--- config.mk ---
export PLATFORM = sky130hd
export DESIGN_NAME = block_dispatch
export DESIGN_NICKNAME = d
export VERILOG_FILES = /design/src/rtl/block_dispatch.sv
export SDC_FILE = /design/constraint.sdc
export NUM_CORES = 1
export LEC_CHECK = 0
export ABC_AREA = 1
export CORE_ASPECT_RATIO = 2
export CORE_MARGIN = 2
export CORE_UTILIZATION = 40
export CTS_CLUSTER_DIAMETER = 150
export DETAILED_ROUTE_END_ITERATION = 12
export HOLD_SLACK_MARGIN = 0.03
export PLACE_DENSITY = 0.84
export RECOVER_POWER = 100
export SETUP_SLACK_MARGIN = 0.2
export SYNTH_ARGS = -nofsm -noshare
export SYNTH_HDL_FRONTEND = slang
export SYNTH_SLANG_ARGS = --single-unit
--- constraint.sdc ---
create_clock -name sclk -period 3.54 [get_ports sclk]
set_clock_uncertainty 0.05 [all_clocks]
set_input_delay 0.354 -clock sclk [delete_from_list [all_inputs] [get_ports sclk]]
set_output_delay 0.354 -clock sclk [all_outputs]
set_load 0.005 [all_outputs]
--- src/rtl/block_dispatch.sv ---
// ETC2 block dispatcher: accepts a compressed block, asks the mode detector for its
// mode, then issues a one-cycle start pulse to the matching decoder with a sequence tag.
module block_dispatch #(
    parameter int MAX_OUT = 4,
    parameter int TMO_CYC = 16
) (
    input  logic        sclk,
    input  logic        rsrt_n,
    input  logic [63:0] blk_in,
    input  logic        blk_flags,
    input  logic        blk_valid,
    output logic        blk_ready,
    output logic [63:0] md_block,
    output logic        md_flags,
    output logic        md_rtr,
    input  logic [2:0]  md_mode,
    input  logic        md_rts,
    output logic [4:0]  dec_req,
    output logic [63:0] dec_block,
    output logic        dec_flags,
    output logic [7:0]  dec_tag,
    input  logic [4:0]  dec_busy,
    input  logic [4:0]  dec_done,
    output logic [2:0]  outstanding,
    output logic        err_mode,
    output logic        err_tmo
);

    localparam int TW = $clog2(TMO_CYC + 1);

    typedef enum logic [1:0] {
        IDLE,
        DETECT,
        DISPATCH
    } state_t;

    state_t        state, state_nx;
    logic [63:0]   hold_blk;
    logic          hold_flg;
    logic [2:0]    mode_q;
    logic [TW-1:0] tmo_cnt;
    logic [7:0]    tag_q;
    logic [2:0]    out_q;
    logic [2:0]    out_nx;
    logic          err_mode_q, err_tmo_q;
    logic          accept, dispatch, latch_mode, tmo_hit, drop_bad;
    int            out_sum;

    always_comb begin
        state_nx   = state;
        blk_ready  = 1'b0;
        md_rtr     = 1'b0;
        dec_req    = '0;
        accept     = 1'b0;
        dispatch   = 1'b0;
        latch_mode = 1'b0;
        tmo_hit    = 1'b0;
        drop_bad   = 1'b0;
        case (state)
            IDLE: begin
                blk_ready = 1'b1;
                if (blk_valid) begin
                    accept   = 1'b1;
                    state_nx = DETECT;
                end
            end
            DETECT: begin
                md_rtr = 1'b1;
                if (md_rts) begin
                    latch_mode = 1'b1;
                    state_nx   = DISPATCH;
                end else if (tmo_cnt == TW'(TMO_CYC - 1)) begin
                    tmo_hit  = 1'b1;
                    state_nx = IDLE;
                end
            end
            DISPATCH: begin
                if (mode_q > 3'd4) begin
                    drop_bad = 1'b1;
                    state_nx = IDLE;
                end else if (!dec_busy[mode_q] && int'(out_q) != MAX_OUT) begin
                    dispatch = 1'b1;
                    dec_req  = 5'b00001 << mode_q;
                    state_nx = IDLE;
                end
            end
            default: state_nx = IDLE;
        endcase
    end

    // Surplus done pulses saturate at zero rather than wrapping the count.
    always_comb begin
        out_sum = int'(out_q) + (dispatch ? 1 : 0) - $countones(dec_done);
        if (out_sum < 0)
            out_nx = '0;
        else if (out_sum > MAX_OUT)
            out_nx = 3'(MAX_OUT);
        else
            out_nx = 3'(out_sum);
    end

    always_ff @(posedge sclk or negedge rsrt_n) begin
        if (!rsrt_n) begin
            state      <= IDLE;
            hold_blk   <= '0;
            hold_flg   <= 1'b0;
            mode_q     <= '0;
            tmo_cnt    <= '0;
            tag_q      <= '0;
            out_q      <= '0;
            err_mode_q <= 1'b0;
            err_tmo_q  <= 1'b0;
        end else begin
            state <= state_nx;
            out_q <= out_nx;
            if (accept) begin
                hold_blk <= blk_in;
                hold_flg <= blk_flags;
            end
            if (latch_mode)
                mode_q <= md_mode;
            if (state == DETECT && !md_rts && !tmo_hit)
                tmo_cnt <= tmo_cnt + 1'b1;
            else
                tmo_cnt <= '0;
            if (dispatch)
                tag_q <= tag_q + 8'd1;
            if (drop_bad)
                err_mode_q <= 1'b1;
            if (tmo_hit)
                err_tmo_q <= 1'b1;
        end
    end

    assign md_block    = hold_blk;
    assign md_flags    = hold_flg;
    assign dec_block   = hold_blk;
    assign dec_flags   = hold_flg;
    assign dec_tag     = tag_q;
    assign outstanding = out_q;
    assign err_mode    = err_mode_q;
    assign err_tmo     = err_tmo_q;

endmodule

==> results of run 1 <==
## worst max-delay path, cell delays in order
cell and delay [ns]:
sky130_fd_sc_hd__clkdlybuf4s50_1 0.43, sky130_fd_sc_hd__fa_1 0.54, sky130_fd_sc_hd__inv_1 0.05, sky130_fd_sc_hd__fa_1 0.35
sky130_fd_sc_hd__inv_1 0.10, sky130_fd_sc_hd__fa_1 0.18, sky130_fd_sc_hd__inv_1 0.06, sky130_fd_sc_hd__fa_1 0.46
sky130_fd_sc_hd__ha_1 0.23, sky130_fd_sc_hd__xnor2_1 0.12, sky130_fd_sc_hd__or2_2 0.30, sky130_fd_sc_hd__nand2_1 0.06
sky130_fd_sc_hd__inv_1 0.03
## registers in the layout, summed over array words and instances (netlist names)
signal	flops
dec_block	64
tmo_cnt	5
dec_flags	1
err_tmo	1
err_mode	1
state	2
outstanding	3
dec_tag	8
mode_q	3
## through the flow
stage	worst slack [ns]	total power, uW	util [%]	hold WS (ns)	instances
after floorplan	0.701	3480	-	0.00841	377
after global placement	0.187	4840	59.0	0.393	676
after detailed placement	0.0799	4940	59.0	0.409	676
after CTS	0.437	5920	61.8	0.0872	692
after global routing	0.192	5570	59.9	0.432	692
final	0.451	5220	59.9	0.358	692
## worst min-delay path by stage
stage / from / end
after floorplan: rsrt_n / dec_block[0]
after global placement: tmo_cnt[0] / tmo_cnt[0]
after detailed placement: err_tmo / err_tmo
after CTS: rsrt_n / dec_block[1]
after global routing: tmo_cnt[0] / tmo_cnt[0]
final: rsrt_n / dec_block[1]
## Yosys cell counts (all sizes together), types with 2 or more instances
cell	n	area, sq um
a21oi	5	25.0
nand4	8	50.1
nand3	9	50.1
buf	74	571
fa	4	80.1
nor2	20	92.6
dfrtp	88	2200
mux2	65	878
inv	25	93.8
ha	8	100
o21ai	2	10.0
nand2	56	220
nor3	5	35.0
xnor2	3	26.3
## cells by family after synthesis
| group | Yosys count |
|---|---|
| and+or+nand+nor | 100 |
| buffers and inverters | 99 |
| DFF | 88 |
| muxes | 65 |
| adders and majority gates | 12 |
| AOI/OAI and AO/OA | 9 |
| xor gates and xnor gates | 4 |
## metal layers
metal	GRT usage (%)	vias to the layer above	wire, microns
met1	20.4	1558	3920
met2	35.9	145	6500
li1	-	1511	-
met3	4.75	15	714
met5	0	-	0
met4	7.02	0	203
## area by class of cell
cell class / instances / area [sq um]
fill: 909 / 4360
timing repair buffer: 233 / 2320
sequential: 88 / 2200
multi-input combinational: 190 / 1430
clock buffer: 12 / 246
tap: 140 / 175
inverter: 25 / 93.8
clock inverter: 4 / 53.8
## where the power goes
part           internal (uW)  total [uW]  switching [uW]
clock network            568         943             376
registers               1450        1830             380
logic                   1540        2440             905
total                   3560        5220            1660
==> qor_table.md, run 1 <==
| Stage | Item | Reported |
|---|---|---|
| global routing | Via count of the first global-routing pass | 3,534 |
| clock network | Clock tree from TritonCTS | done |
| clock network | H-tree levels | 3 |
| clock network | Clk_lat worst skew | 0.33 ns |
| setup path | Worst r2r dst | outstanding[2] |
| clock network | Number of cells upsized or downsized after cts | 0 |
| synthesis | Syn Inst Count | 377 |
| route | Number of design-rule violations left by the first detailed-router iteration | 136 |
| cells and area | Most frequent standard cell in the layout excluding fill and tap cells | sky130_fd_sc_hd__dlygate4sd3_1 |
| timing | RSZ-0062 raised after global routing | no |
| clock network | Cell chosen for the clock root | sky130_fd_sc_hd__clkbuf_16 |
| synthesis | Mapped Nets | 471 |
| route | DRT Pass-1 Iters | 4 |
| timing | Minimum period implied by the final worst setup slack | 3.09 ns |
| synthesis | Primary flip-flop cell chosen by synthesis mapping | sky130_fd_sc_hd__dfrtp_1 |
| global routing | Initial antenna violation count | 0 |
| route | Via density per instance | 4.67 |
| setup path | Reg2Reg Launch Point | mode_q[0] |
| floorplan | Number of top-level pins | 232 |
| floorplan | Core region area | 10,900 sq um |
| cells and area | Highest-count cells in the layout ignoring fill and taps | 148 x sky130_fd_sc_hd__dlygate4sd3_1, 88 x sky130_fd_sc_hd__dfrtp_1, 82 x sky130_fd_sc_hd__clkdlybuf4s50_1 |
| synthesis | Share of synthesized area occupied by flip-flops and latches | 49.2% |
| setup path | Worst reg2reg setup slack | 0.51 ns |
| placed design | Number of buffers inserted by port buffering | 231 |
| setup path | Logic depth of the worst register-to-register path | 11 |
| floorplan | Height of the die | 154 microns |
| synthesis | Netlist Area Pre-Place | 4470 sq um |
| route | Residual DRC count | 0 |
| power and ir drop | Power density over the cells | 801 nW/um^2 |
| power and ir drop | LEAKAGE | 0.00288 uW |
| synthesis | Number of synthesized flops with an enable pin | 0 |
| floorplan | Die Footprint | 12,100 sq um |
| clock network | Clock tree sinks | 88 |
| power and ir drop | Worst IR Drop VDD | 0.000451 V |
| placed design | Detailed placement HPWL | 8.84 mm |
| timing | Achievable clock frequency | 0.324 GHz |
| outcome | Status | finished with violations |
| cells and area | Number of nets at the end of the flow | 641 |
| setup path | Category of the worst setup path capture point | flop |
| route | Antenna violation net count after detailed routing | 0 |
| synthesis | Yosys warning total | 0 |
| global routing | Final global-route overflow total | 0 |
| timing | Max-slew headroom at the worst pin | -4.60% |
| synthesis | Simple-gate share of the synthesized area | 10.3% |
| route | Detailed-route wire length | 11.3 mm |
| job | Maximum Capacitance Violations | 1 |
| synthesis | Main combinational cell family by area after synthesis | multiplexers |
| floorplan | Cell Rows | 54 |
| synthesis | Number of distinct library cells after synthesis | 29 |
| clock network | Longest Clk Path Bufs | 2 |
| placed design | Gpl congestion | 0.815 |
| cells and area | Total non-filler cell area in the finished layout | 6520 sq um |
| route | Routed length per placed instance | 16.4 microns |
| cells and area | Area added between synthesis and finish | 45.7% |
| timing | Final clock period utilization by the worst path | 87.3% |
| timing | Number of endpoints failing setup at the final stage | 0 |
| setup path | Crit path capture | outstanding[2] |
| clock network | Number of setup buffers added after CTS | 0 |
| route | Via count | 3,229 |
| placed design | Total placed instance area | 6420 sq um |
| setup path | Worst Path Required | 3.72 ns |
| timing | Total Negative Setup Slacks | 0 ns |
| cells and area | # diodes | 0 |
| clock network | Hold buffers post-CTS | 0 |
| timing | Transition time at the pin with the least slew margin | 1.57 ns |
| synthesis | Post-synthesis xor/xnor area fraction | 0.783% |
| setup path | Critical Path Start Type | input pin |
| synthesis | Seq cells post-synth | 88 |
| global routing | Global-route wire length before repair | 18.0 mm |
| setup path | Setup crit start | dec_done[0] |
| synthesis | Synth async-reset ratio | 100% |
| floorplan | Floorplan die width | 78.8 microns |
| hold path | Worst Hold Class | in2async |
| synthesis | Share of synthesized area spent on multiplexers | 19.6% |
| global routing | Overall global routing resource usage | 19.3% |
| timing | Final max-slew violation count | 65 |
| clock network | TritonCTS buffer count | 9 |
| outcome | Violated checks | capacitance limit, slew limit |
| timing | Final Hold Vio Count | 0 |
| global routing | Largest net degree at the start of global routing | 65 |
| setup path | Data arrival at the endpoint of the critical path | 3.27 ns |
| floorplan | Initial Utilization | 41.1% |
| synthesis | Average instance area after synthesis | 11.9 sq um |
| cells and area | Share of cells above drive strength 1 | 8.70% |
| synthesis | Post-synthesis adder-cell area fraction | 4.03% |
| synthesis | Compound-Gate Fraction of Synth Area | 1.15% |
| clock network | Clock edge transition at the registers on the reported setup and hold paths | 0.06 ns |
| setup path | Largest fanout on the critical path | 3 |
| setup path | Kind of critical path | in2reg |
(Power assumes the default switching activity.)
==> inputs of run 2 (changes only) <==
--- a/config.mk
+++ b/config.mk
@@ -10,6 +10,7 @@
 export CORE_MARGIN = 2
 export CORE_UTILIZATION = 40
 export CTS_CLUSTER_DIAMETER = 150
+export CTS_CLUSTER_SIZE = 40
 export DETAILED_ROUTE_END_ITERATION = 12
 export HOLD_SLACK_MARGIN = 0.03
 export PLACE_DENSITY = 0.84
==> results of run 2 <==
Final layout, timing and power as in run 1 (identical DEF).
